===== config.mk =====
export PLATFORM = sky130hd
export DESIGN_NAME = mem_bus_arbiter
export DESIGN_NICKNAME = d
export VERILOG_FILES = /design/src/rtl/mem_bus_arbiter_pkg.sv /design/src/rtl/mem_bus_arbiter_watchdog.sv /design/src/rtl/mem_bus_arbiter.sv
export SDC_FILE = /design/constraint.sdc
export NUM_CORES = 1
export LEC_CHECK = 0
export ABC_AREA = 1
export CORE_UTILIZATION = 40
export CTS_CLUSTER_DIAMETER = 60
export CTS_CLUSTER_SIZE = 30
export DETAILED_ROUTE_END_ITERATION = 6
export GPL_ROUTABILITY_DRIVEN = 0
export PLACE_DENSITY = 0.75
export SLEW_MARGIN = 40
export SYNTH_ARGS = -nofsm -noshare
export SYNTH_HDL_FRONTEND = slang
export SYNTH_SLANG_ARGS = --single-unit

===== constraint.sdc =====
create_clock -name clk -period 3.1 [get_ports clk]
set_input_delay 0.465 -clock clk [delete_from_list [all_inputs] [get_ports clk]]
set_output_delay 0.465 -clock clk [all_outputs]
set_load 0.01 [all_outputs]

===== src/rtl/mem_bus_arbiter_pkg.sv =====
// Shared constants for the IF/MEM external memory bus arbiter.
// Holds the state encodings, the legacy register-bus constants and the default watchdog length.
package mem_bus_arbiter_pkg;
    localparam int RegBus = 32;
    localparam logic [RegBus-1:0] ZeroWord = '0;
    localparam logic ChipEnable = 1'b1;
    localparam logic WriteEnable = 1'b1;
    localparam int TIMEOUT_DEFAULT = 16;

    localparam logic [1:0] ARB_IDLE = 2'd0;
    localparam logic [1:0] ARB_DBUS = 2'd1;
    localparam logic [1:0] ARB_IBUS = 2'd2;
    localparam logic [1:0] ARB_TURN = 2'd3;
endpackage


===== src/rtl/mem_bus_arbiter_watchdog.sv =====
// Transaction watchdog: counts cycles while enabled and strobes expire when the count
// reaches TIMEOUT-1, so a bus cycle lasts at most TIMEOUT clocks.
module arb_watchdog
    import mem_bus_arbiter_pkg::*;
#(
    parameter int TIMEOUT = TIMEOUT_DEFAULT
) (
    input  logic clk,
    input  logic rst_n,
    input  logic clr,
    input  logic en,
    output logic expire
);
    logic [7:0] count_reg;

    always_ff @(posedge clk) begin
        if (!rst_n || clr) begin
            count_reg <= '0;
        end else if (en) begin
            count_reg <= count_reg + 8'd1;
        end
    end

    assign expire = en && (count_reg == 8'(TIMEOUT - 1));
endmodule


===== src/rtl/mem_bus_arbiter.sv =====
// Arbitrates one SRAM-style req/ack bus between instruction fetch and the MEM-stage data port,
// holding each result until the pipeline advances and raising stallreq until results arrive.
module mem_bus_arbiter
    import mem_bus_arbiter_pkg::*;
#(
    parameter int TIMEOUT = TIMEOUT_DEFAULT,
    parameter int ADDR_W  = RegBus,
    parameter int DATA_W  = RegBus
) (
    input  logic                clk,
    input  logic                rst_n,
    input  logic                stall_i,
    input  logic                flush_i,
    input  logic                inst_ce_i,
    input  logic [ADDR_W-1:0]   inst_addr_i,
    output logic [DATA_W-1:0]   inst_data_o,
    input  logic                data_ce_i,
    input  logic                data_we_i,
    input  logic [ADDR_W-1:0]   data_addr_i,
    input  logic [DATA_W/8-1:0] data_sel_i,
    input  logic [DATA_W-1:0]   data_wdata_i,
    output logic [DATA_W-1:0]   data_rdata_o,
    output logic                bus_req_o,
    output logic                bus_we_o,
    output logic [ADDR_W-1:0]   bus_addr_o,
    output logic [DATA_W/8-1:0] bus_sel_o,
    output logic [DATA_W-1:0]   bus_wdata_o,
    input  logic [DATA_W-1:0]   bus_rdata_i,
    input  logic                bus_ack_i,
    output logic                bus_err_o,
    output logic                stallreq_o
);
    logic [1:0] state_reg;
    logic       data_done_reg;
    logic       inst_done_reg;
    logic       drop_reg;
    logic       busy;
    logic       is_data;
    logic       drop_now;
    logic       expire;

    assign busy    = (state_reg == ARB_DBUS) || (state_reg == ARB_IBUS);
    assign is_data = (state_reg == ARB_DBUS);

    // A result is discarded if its requester let go (or fetch was flushed) at any point in flight.
    assign drop_now = drop_reg || (is_data ? (data_ce_i != ChipEnable)
                                           : ((inst_ce_i != ChipEnable) || flush_i));

    assign stallreq_o = (data_ce_i & ~data_done_reg) | (inst_ce_i & ~inst_done_reg);

    arb_watchdog #(.TIMEOUT(TIMEOUT)) u_watchdog (
        .clk    (clk),
        .rst_n  (rst_n),
        .clr    (!busy),
        .en     (busy),
        .expire (expire)
    );

    always_ff @(posedge clk) begin
        if (!rst_n) begin
            state_reg     <= ARB_IDLE;
            data_done_reg <= 1'b0;
            inst_done_reg <= 1'b0;
            drop_reg      <= 1'b0;
            inst_data_o   <= '0;
            data_rdata_o  <= '0;
            bus_req_o     <= 1'b0;
            bus_we_o      <= 1'b0;
            bus_addr_o    <= '0;
            bus_sel_o     <= '0;
            bus_wdata_o   <= '0;
            bus_err_o     <= 1'b0;
        end else begin
            bus_err_o <= 1'b0;
            if (!stall_i) begin
                data_done_reg <= 1'b0;
                inst_done_reg <= 1'b0;
            end
            if (flush_i) begin
                inst_done_reg <= 1'b0;
            end

            case (state_reg)
                ARB_IDLE: begin
                    drop_reg <= 1'b0;
                    if (data_ce_i == ChipEnable && !data_done_reg) begin
                        state_reg   <= ARB_DBUS;
                        bus_req_o   <= 1'b1;
                        bus_we_o    <= (data_we_i == WriteEnable);
                        bus_addr_o  <= data_addr_i;
                        bus_sel_o   <= data_sel_i;
                        bus_wdata_o <= data_wdata_i;
                    end else if (inst_ce_i == ChipEnable && !inst_done_reg) begin
                        state_reg   <= ARB_IBUS;
                        bus_req_o   <= 1'b1;
                        bus_we_o    <= 1'b0;
                        bus_addr_o  <= inst_addr_i;
                        bus_sel_o   <= '1;
                        bus_wdata_o <= '0;
                    end
                end
                ARB_DBUS, ARB_IBUS: begin
                    drop_reg <= drop_now;
                    if (bus_ack_i || expire) begin
                        state_reg   <= ARB_TURN;
                        bus_req_o   <= 1'b0;
                        bus_we_o    <= 1'b0;
                        bus_addr_o  <= '0;
                        bus_sel_o   <= '0;
                        bus_wdata_o <= '0;
                        // Ack on the expiry edge counts as a normal completion.
                        bus_err_o   <= !bus_ack_i;
                        if (!drop_now) begin
                            if (is_data) begin
                                data_done_reg <= 1'b1;
                                if (!bus_ack_i) begin
                                    data_rdata_o <= '0;
                                end else if (!bus_we_o) begin
                                    data_rdata_o <= bus_rdata_i;
                                end
                            end else begin
                                inst_done_reg <= 1'b1;
                                inst_data_o   <= bus_ack_i ? bus_rdata_i : '0;
                            end
                        end
                    end
                end
                default: begin
                    state_reg <= ARB_IDLE;
                end
            endcase
        end
    end
endmodule


* Word level (Yosys, flattened, before mapping)
Index checks and enable logic that the tools add are counted.
Cells by class: add/sub/neg operators 1, equality and inequality tests 6, muxes and demuxes 38, bitwise logic cells 9, reduce and logical (&&, ||, !) cells 21
Operators by type and width (number):
- 32-bit two-way mux | 8
- 32-bit case mux with 2 select lines | 2
- 1-bit two-way mux | 17
- 4-bit two-way mux | 3
- 8-bit by 1-bit adder with 8-bit output, second input constant | 1
- 8-bit by 4-bit == test with 1-bit output, second input constant | 1
- 4-bit case mux with 2 select lines | 1
- 2-bit two-way mux | 3
- 1-bit inverter | 6
- 1-bit case mux with 2 select lines | 3
- 3-bit AND reduction | 2
- 1-bit logical NOT | 5
- 1-bit logical OR | 5
- 5-bit AND reduction | 1
- 2-bit != test, second input constant | 2
- 2-bit case mux with 2 select lines | 1
- 4-bit AND reduction | 1
- 1-bit logical AND | 3
- 3-bit != test, second input constant | 1
- 1-bit AND | 2
- 2-bit by 1-bit == test with 1-bit output, second input constant | 1
- 2-bit == test, second input constant | 1
- 2-bit logical NOT | 1
- 2-bit AND reduction | 1
- 3 further kinds | 3
Storage, ports and cells: register bits after elaboration 148, input bits 140

* Depth between registers and ports, before layout
Gate-level depths: netlist of the first run.
word-level depth 7, mapped depth 12, gate-level depth less buffers 10

* Hierarchy
Synthesis of the first run repeated with hierarchy kept, for this count alone.
Second synthesis, totals: cells, all modules 1047, area total of the unflattened synthesis 6790.3 um2
Modules (own cells, without submodules):
- mem_bus_arbiter | instances 1, cells each 988, area an instance 6389.9 um2
- arb_watchdog | instances 1, cells each 59, area an instance 400.4 um2

* Least setup slack after synthesis of the first run
Ideal clock, no wire load.
path kind register to register, start register state_reg[0], end register data_rdata_o[10], library setup time 0.113 ns, arrival time 1.655 ns, slack 1.332 ns, cell stages (with the launch flop) 12, cells stage by stage dfxtp_1 > inv_1 > ha_1 > buf_4 > nand2_1 > nor2_1 > nand2_1 > nand2_1 > nand4_2 > clkbuf_1 > nor2_1 > nor2_1
On the way: cells in the longest elaborated chain, start to end 5, elaborated cells on any way between the ends 10
Ends and longest elaborated chain:
- start: declaration | line mem_bus_arbiter.sv:33 | logic [1:0] state_reg;
- start signal: assignment | line mem_bus_arbiter.sv:61 | state_reg <= ARB_IDLE;
- start signal: assignment | line mem_bus_arbiter.sv:87 | state_reg <= ARB_DBUS;
- start signal: assignment | line mem_bus_arbiter.sv:94 | state_reg <= ARB_IBUS;
- 2-bit by 1-bit == test with 1-bit output / 2-bit == test (equally long branches) | line mem_bus_arbiter.sv:42 | assign busy = (state_reg == ARB_DBUS) || (state_reg == ARB_IBUS);
- 1-bit logical OR (*) | line mem_bus_arbiter.sv:42
- via busy | line mem_bus_arbiter.sv:37 | logic busy;
- 1-bit logical AND (*) | line mem_bus_arbiter_watchdog.sv:24 | assign expire = en && (count_reg == 8'(TIMEOUT - 1));
- 1-bit logical OR (*) | line mem_bus_arbiter.sv:104 | if (bus_ack_i || expire) begin
- 5-bit AND reduction (no line) (*)
- end signal: assignment | line mem_bus_arbiter.sv:119 | data_rdata_o <= bus_rdata_i;
- end: declaration | line mem_bus_arbiter.sv:22 | output logic [DATA_W-1:0] data_rdata_o,
The timed path passes the listed nets; every way through them passes the cells marked *. A chain may end at the register's enable or synchronous reset.

* Final worst setup path of the first run
start register state_reg[0], end register inst_data_o[21]
On the way: cells in the longest elaborated chain, start to end 5, elaborated cells on any way between the ends 11
Ends and longest elaborated chain:
- 2-bit by 1-bit == test with 1-bit output / 2-bit == test (equally long branches) | line mem_bus_arbiter.sv:42
- 1-bit logical OR (*) | line mem_bus_arbiter.sv:42
- via busy | line mem_bus_arbiter.sv:37
- 1-bit logical AND (*) | line mem_bus_arbiter_watchdog.sv:24
- 1-bit logical OR (*) | line mem_bus_arbiter.sv:104
- 4-bit AND reduction (no line) (*)
- end signal: assignment | line mem_bus_arbiter.sv:123 | inst_data_o <= bus_ack_i ? bus_rdata_i : '0;
- end: declaration | line mem_bus_arbiter.sv:16 | output logic [DATA_W-1:0] inst_data_o,
Marked as above.

==> results of run 1 <==
==> synth_stat cells <==
library cell	n	area, um2
ha_1	4	50.1
o21ai_1	1	5.00
buf_4	6	45.0
nand4_1	51	319
clkinv_1	1	3.75
nand3b_1	1	7.51
inv_1	123	462
buf_2	21	105
or2_2	2	12.5
a21oi_1	111	556
buf_6	3	33.8
nor2_2	2	12.5
a21oi_4	1	16.3
clkbuf_1	41	154
buf_1	3	11.3
nor3_1	2	10.0
nand2_1	328	1230
nand4_2	1	12.5
nand3_1	61	305
nor2_1	114	428
nand3_2	2	20.0
a22oi_1	1	7.51
inv_2	2	7.51
o21ai_0	6	30.0
o21a_1	1	7.51
dfxtp_1	148	2960
==> where the power goes <==
part           switching [mW]  leakage, nW  total (mW)  internal [mW]
Clock                   0.801        0.286        2.03           1.23
Combinational            1.99         3.02        3.52           1.53
Sequential              0.217         1.21        2.54           2.32
==> worst max path at each step <==
| stage | end | cells past startpoint |
|---|---|---|
| 5_1_grt | inst_data_o[21]$_SDFFE_PN0P_ | 9 |
| 3_5_place_dp | inst_data_o[21]$_SDFFE_PN0P_ | 9 |
| 3_3_place_gp | inst_data_o[28]$_SDFFE_PN0P_ | 9 |
| 2_1_floorplan | data_rdata_o[10]$_SDFFE_PN0P_ | 11 |
| 6_report | inst_data_o[21]$_SDFFE_PN0P_ | 9 |
| 4_1_cts | inst_data_o[21]$_SDFFE_PN0P_ | 9 |
==> layer usage <==
layer	GRT usage	part of all wire
met1	0.289	0.44
met2	0.380	0.47
met3	0.0628	0.073
met4	0.0811	0.020
met5	0	0
==> cells in the final DEF, fill, tap and decap left out, drive strengths merged <==
cell             n
a21oi          112
ha               4
clkinvlp         2
nand3           63
clkdlybuf4s50  273
nand3b           1
a22oi            1
buf             22
dfxtp          148
o21a             1
clkbuf          20
nor3             2
nand4           52
or2              2
o21ai            7
nor2           116
clkinv           8
bufinv           2
inv            126
nand2          328
==> area by class of cell <==
cell class	count	area share
Sequential cell	148	0.289
Multi-Input combinational cell	689	0.297
Clock buffer	20	0.0445
Tap cell	220	0.0268
Timing Repair Buffer	295	0.284
Inverter	126	0.0461
Clock inverter	12	0.0127
==> kinds of logic (layout without fill, tap and decap cells) <==
group | count (synthesis) | count (layout) | synth area share
simple gates | 564 | 564 | 0.346
fa+ha+maj | 4 | 4 | 0.00734
flops | 148 | 148 | 0.435
buf+inv | 200 | 453 | 0.121
compound gates | 121 | 121 | 0.0912
==> metrics by stage <==
stage / hold slack, ns / instances
floorplan: 0.418 / 1037
global placement: 0.432 / 1478
detailed placement: 0.435 / 1478
CTS: 0.291 / 1510
global route: 0.316 / 1510
finish: 0.297 / 1510
==> critical path: stages (launching register included) <==
cell,delay (ns)
dfxtp_1,0.39
inv_1,0.06
ha_1,0.48
clkinv_1,0.26
a21oi_4,0.16
buf_4,0.37
nand2_1,0.09
buf_4,0.29
a21oi_1,0.19
nor2_1,0.05
==> results.cfg, run 1 <==
[status]
status = finished, final reports clean

[timing]
fin_skew_ns = 0.00672
setup_viol = 0
slew_headroom = 0.628
worst_pin_slew_ns = 0.558
rsz0062_at_grt = false
fmax_mhz = 406
hold_violations = 0
setup_slack_ns = 0.640
min_period_ns = 2.46
maxSlewViolCount = 0
min_period_over_period = 0.794
setup_tns_ns = 0

[critical_path]
required_ns = 3.40
path_max_fanout = 40
path_class = register to register
r2r_slack_ns = 0.64
crit-reg2reg-capture = inst_data_o[21]$_SDFFE_PN0P_
critPathLaunch = state_reg[0]$_SDFFE_PN0P_
start_kind = register
critPathCaptureType = register
arrival_ns = 2.76
reg2reg_depth = 9
regToRegStartpoint = state_reg[0]$_SDFFE_PN0P_

[global_routing]
gr-total-overflow = 0
grt_use_total = 0.231
grt_max_degree = 56
antenna_found_initial = 0
grt_pass1_vias = 6725
grt_pass1_wl_um = 32900

[clock_tree]
clock_sink_count = 148
holdBufCountCts = 0
clock_latency_ns = 0.41
clkTransAtPathRegs_ns = 0.06
post_cts_buffers = 0
clockBufferDepth = 2
cts.htree.levels = 4
cts_tree = yes
cts_buffers = 17
root_buffer = clkbuf_16
cts_resized = 0

[floorplanning]
initial_utilization = 0.411
core-area_um2 = 16600
ios = 276
die-area_um2 = 17600
die_height_um = 133
die_x_um = 133
rows = 47

[routing]
drt_first_pass_iters = 5
post-route-drc-count = 0
ant_nets = 0
wirelength_um = 19900
via_per_inst = 4.74
initialDrtViolationCount = 323
vias = 7150
wl_per_cell_um = 13.2

[power]
powerDensity_nw_per_um2 = 788
p_leak_nw = 4.51
fin_total_pwr_mw = 8.09
vdd.ir_drop.worst_mv = 0.448

[layout]
fill_cells = 1589
stdcell_area_um2 = 10300
multi_input_area_um2 = 3050
regArea_um2 = 2960
num_antenna_cells = 0
nets = 1421
area_delta_synth_final_pct = 50.6
drive_gt1_frac = 0.0504
final_util = 0.619

[logic_synthesis]
syn_area_um2 = 6820
ys_types = 26
ys_ff_latch = 148
syn_area_per_cell_um2 = 6.57
netlist_instances = 1037
ys_warn_count = 0
synth_nets = 1181
ys_seq_area_frac = 0.435

[flow_run]
max-cap-violations = 0

[placed_design]
pre_cts_slack_ns = 0.625
dp_hpwl_um = 13400
portBuffers = 275
place_area_um2 = 9680

[hold_path]
hp-class = input port to register
holdCritStartpoint = bus_ack_i
hold_end = bus_err_o$_SDFF_PN0_
hold_depth = 2
No activity file was read; power rests on OpenSTA's default activity.
==> inputs of run 2 (changes only) <==
- CORE_UTILIZATION: 40 -> 39
- PLACE_DENSITY: 0.75 -> 0.76
- clock period: 3.1 -> 2.1 ns (I/O delays scaled with it)
==> run 2 against run 1 <==
Net effect: first-iteration DRC count fell by 6.5%; cell count rose by 0.93%; combinational power increased by 54%; worst hold slack improved by 0.023 ns; critical endpoint is now stallreq_o; largest cell class is now buffers; largest power group unchanged.
==> results.cfg, run 2 (synthesized netlist as in run 1, its figures left out) <==
[timing]
min_period_over_period = 0.943
slew_headroom = 0.679
holdWs_ns = 0.320
setup_viol = 0
hold_violations = 0
fmax_mhz = 505
min_period_ns = 1.98
rsz0062_at_grt = false
setup_tns_ns = 0
fin_skew_ns = 0.0147
setup_slack_ns = 0.121
maxSlewViolCount = 0
worst_pin_slew_ns = 0.481

[power]
p_sw_mw = 4.49
p_seq_frac = 0.314
vdd.ir_drop.worst_mv = 0.641
fin_total_pwr_mw = 11.9
p_int_mw = 7.46
powerDensity_nw_per_um2 = 1150
p_comb_frac = 0.454
p_leak_nw = 4.57
clockPowerShare = 0.232
swShare = 0.376

[floorplanning]
rows = 47
initial_utilization = 0.405
die_x_um = 134
die_height_um = 134
die-area_um2 = 18000
ios = 276
core-area_um2 = 16800

[clock_tree]
clockBufferDepth = 2
holdBufCountCts = 0
cts_tree = yes
cts_buffers = 17
root_buffer = clkbuf_16
clock_sink_count = 148
clock_latency_ns = 0.42
post_cts_buffers = 0
cts.htree.levels = 4
clkTransAtPathRegs_ns = 0.06

[global_routing]
grt_pass1_wl_um = 32500
antenna_found_initial = 1
grt_max_degree = 56
grt_pass1_vias = 6648
gr-total-overflow = 0
grt_use_total = 0.225

[layout]
final_cell_mix = nand2_1 (328), clkdlybuf4s50_1 (273), dfxtp_1 (148)
fill_cells = 1589
drive_gt1_frac = 0.0606
final_util = 0.619
final_common_cell = nand2_1
area_delta_synth_final_pct = 52.7
nets = 1434

[routing]
post-route-drc-count = 0
wirelength_um = 20100
ant_nets = 0
wl_per_cell_um = 13.2
drt_first_pass_iters = 5
initialDrtViolationCount = 302
via_per_inst = 4.70
vias = 7161

[critical_path]
crit_top_cell = clkdlybuf4s50_1
crit_path_top_delay_cell = clkdlybuf4s50_1
path_max_fanout = 3
arrival_ns = 1.66
cp_slowest_stage_delay_ns = 0.59
path_class = input port to primary output
cp_cell_sequence = clkdlybuf4s50_1 > nand2_1 > o21ai_1 > clkdlybuf4s50_1
critPathLaunch = data_ce_i
r2r_slack_ns = 0.27
critPathCaptureType = primary output
required_ns = 1.78
regToRegStartpoint = state_reg[0]$_SDFFE_PN0P_
start_kind = input port

[flow_run]
max-cap-violations = 0

[hold_path]
holdCritStartpoint = rst_n
hp-class = input port to register

[placed_design]
pre_cts_slack_ns = 0.0830
dp_hpwl_um = 14000
portBuffers = 275

[status]
status = finished, final reports clean
run 2: cell types whose count changed in the layout (fill, tap and decap cells not counted), moves of 2 or more:
| cell | delta |
|---|---|
| clkinv_4 | -2 |
| buf_6 | +2 |
| buf_12 | +6 |
| buf_4 | +5 |
| clkinvlp_4 | +4 |
| bufinv_16 | -2 |
run 2: final cells by class:
| cell class | instances | area [um2] | area share |
|---|---|---|---|
| Sequential cell | 148 | 2960 | 0.285 |
| Timing Repair Buffer | 308 | 3100 | 0.298 |
| Antenna cell | 1 | 2.50 | 0.000240 |
| Tap cell | 220 | 275 | 0.0265 |
| Multi-Input combinational cell | 689 | 3060 | 0.294 |
| Clock inverter | 12 | 82.6 | 0.00794 |
| Clock buffer | 20 | 457 | 0.0439 |
| Inverter | 126 | 473 | 0.0454 |
run 2: worst paths after layout:
path,cells after the start,to
max,4,stallreq_o
min,3,bus_addr_o[0]$_SDFFE_PN0P_
max reg2reg,12,data_rdata_o[4]$_SDFFE_PN0P_
min reg2reg,1,u_watchdog.count_reg[0]$_SDFFE_PP0P_
run 2: repair_timing:
action,in CTS,in global routing
setup endpoints to repair,0,3
hold endpoints to repair,0,0
gates resized for setup,0,3
run 2: critical path: cells and delay by family:
kind                   cells  cell delay [ns]
AOI/OAI and AO/OA          1             0.15
buffers and inverters      2             1.09
and+or+nand+nor            1             0.10
run 2: routing by layer:
metal  global-route usage  share of wire  wire [um]  up-vias
met4               0.0643          0.015        310        0
met2                0.381           0.47       9530      235
li1                     -              -          -     3744
met5                    0              0          0        -
met1                0.273           0.43       8670     3162
met3               0.0707          0.078       1560       20
run 2: metrics by stage:
stage	area, um2	cells
6_report	10400	1524
5_1_grt	10400	1523
4_1_cts	10400	1523
3_5_place_dp	9850	1491
3_3_place_gp	9850	1491
2_1_floorplan	6820	1037
run 2: power groups by stage:
stage / registers (mW) / logic [mW] / clock network, mW
floorplan: 4.04 / 2.89 / 0
global placement: 3.78 / 5.36 / 0
detailed placement: 3.80 / 5.42 / 0
CTS: 3.75 / 5.45 / 2.84
global route: 3.82 / 6.04 / 2.95
finish: 3.75 / 5.43 / 2.77
==> inputs of run 3 (changes only) <==
- MAX_ROUTING_LAYER: unset -> met4
==> run 3 against run 2 <==
Net effect: global-route usage rose by 0.72 points; via count up 0.39%; highest routed layer unchanged; utilization up 0.28 points; cell count about the same.
==> results.cfg, run 3 (synthesized netlist as in run 1, its figures left out) <==
[timing]
worst_pin_slew_ns = 0.479
min_period_over_period = 0.937
rsz0062_at_grt = false
min_period_ns = 1.97
slew_headroom = 0.681
maxSlewViolCount = 0
fmax_mhz = 508
setup_tns_ns = 0
holdWs_ns = 0.322
fin_skew_ns = 0.00937
hold_violations = 0
setup_viol = 0

[critical_path]
arrival_ns = 1.65
reg2reg_depth = 12
critPathLaunch = data_ce_i
regToRegStartpoint = state_reg[1]$_SDFFE_PN0P_
path_class = input port to primary output
path_max_fanout = 3
r2r_slack_ns = 0.27
crit_end = stallreq_o
start_kind = input port
critPathCaptureType = primary output
required_ns = 1.78
crit-reg2reg-capture = data_rdata_o[21]$_SDFFE_PN0P_

[floorplanning]
ios = 276
die-area_um2 = 18000
rows = 47
core-area_um2 = 16800
die_height_um = 134
die_x_um = 134
initial_utilization = 0.405

[routing]
ant_nets = 0
wirelength_um = 20300
drt_first_pass_iters = 5
via_per_inst = 4.71
post-route-drc-count = 0
vias = 7189
initialDrtViolationCount = 365
wl_per_cell_um = 13.3

[hold_path]
hp-class = input port to register

[global_routing]
grt_use_total = 0.232
antenna_found_initial = 1
grt_pass1_wl_um = 32500
grt_max_degree = 56
gr-total-overflow = 0
grt_pass1_vias = 6634

[clock_tree]
clock_sink_count = 148
cts.htree.levels = 4
clkTransAtPathRegs_ns = 0.06
clockBufferDepth = 2
post_cts_buffers = 0
cts_buffers = 17
clock_latency_ns = 0.42
cts_tree = yes
root_buffer = clkbuf_16

[placed_design]
portBuffers = 275
dp_cells = 1491
dp_hpwl_um = 14000

[layout]
fill_cells = 1576
area_delta_synth_final_pct = 53.4
final_cell_mix = nand2_1 (328), clkdlybuf4s50_1 (273), dfxtp_1 (147)
nets = 1435
drive_gt1_frac = 0.0629
instances_no_fill = 1525
final_common_cell = nand2_1

[power]
powerDensity_nw_per_um2 = 1150
p_leak_nw = 4.59
vdd.ir_drop.worst_mv = 0.641

[status]
status = finished, final reports clean

[flow_run]
max-cap-violations = 0
## run 3: worst min-delay path by stage
| stage | slack [ns] | depth (start not counted) | startpoint | end |
|---|---|---|---|---|
| floorplan | 0.42 | 1 | u_watchdog.count_reg[0]$_SDFFE_PP0P_ | u_watchdog.count_reg[0]$_SDFFE_PP0P_ |
| global placement | 0.43 | 1 | u_watchdog.count_reg[0]$_SDFFE_PP0P_ | u_watchdog.count_reg[0]$_SDFFE_PP0P_ |
| detailed placement | 0.45 | 2 | bus_addr_o[0]$_SDFFE_PN0P_ | bus_addr_o[0]$_SDFFE_PN0P_ |
| CTS | 0.31 | 3 | rst_n | bus_addr_o[0]$_SDFFE_PN0P_ |
| global route | 0.33 | 3 | rst_n | bus_addr_o[0]$_SDFFE_PN0P_ |
| finish | 0.32 | 3 | rst_n | bus_addr_o[28]$_SDFFE_PN0P_ |
## run 3: power by group
group          leakage [nW]  switching [mW]  internal, mW
logic                  3.14            2.99          2.49
registers              1.21           0.315          3.43
clock network         0.250            1.21          1.57
## run 3: critical path, cell delays in order
cell	delay [ns]
clkdlybuf4s50_1	0.50
nand2_1	0.09
o21ai_1	0.15
clkdlybuf4s50_1	0.60
## run 3: layout make-up
cell class	count	area (um2)	share of cell area
multi-input combinational	689	3080	0.294
clock inverter	12	82.6	0.00790
timing repair buffer	309	3120	0.299
antenna	1	2.50	0.000239
tap	220	275	0.0263
inverter	126	473	0.0452
sequential	148	2960	0.284
clock buffer	20	457	0.0437
## run 3: repair_timing
item | 4_1_cts | 5_1_grt
setup endpoints to repair | 0 | 4
gates resized for setup | 0 | 6
hold buffers | 0 | 0
## run 3: layer usage
layer | track usage | up-vias | share of wire
li1 | - | 3747 | -
met5 | - | - | 0
met2 | 0.380 | 235 | 0.48
met1 | 0.280 | 3180 | 0.44
met4 | 0.0718 | 0 | 0.017
met3 | 0.0593 | 27 | 0.067
## run 3: stage by stage
stage               cell area, um2  power [mW]   util  worst slack, ns
floorplan                     6820        6.94      -            0.332
global placement              9850        9.14  0.586            0.146
detailed placement            9850        9.21  0.586           0.0830
CTS                          10400        12.0  0.618            0.129
global route                 10500        12.9  0.622           0.0126
finish                       10500        12.0  0.622            0.131
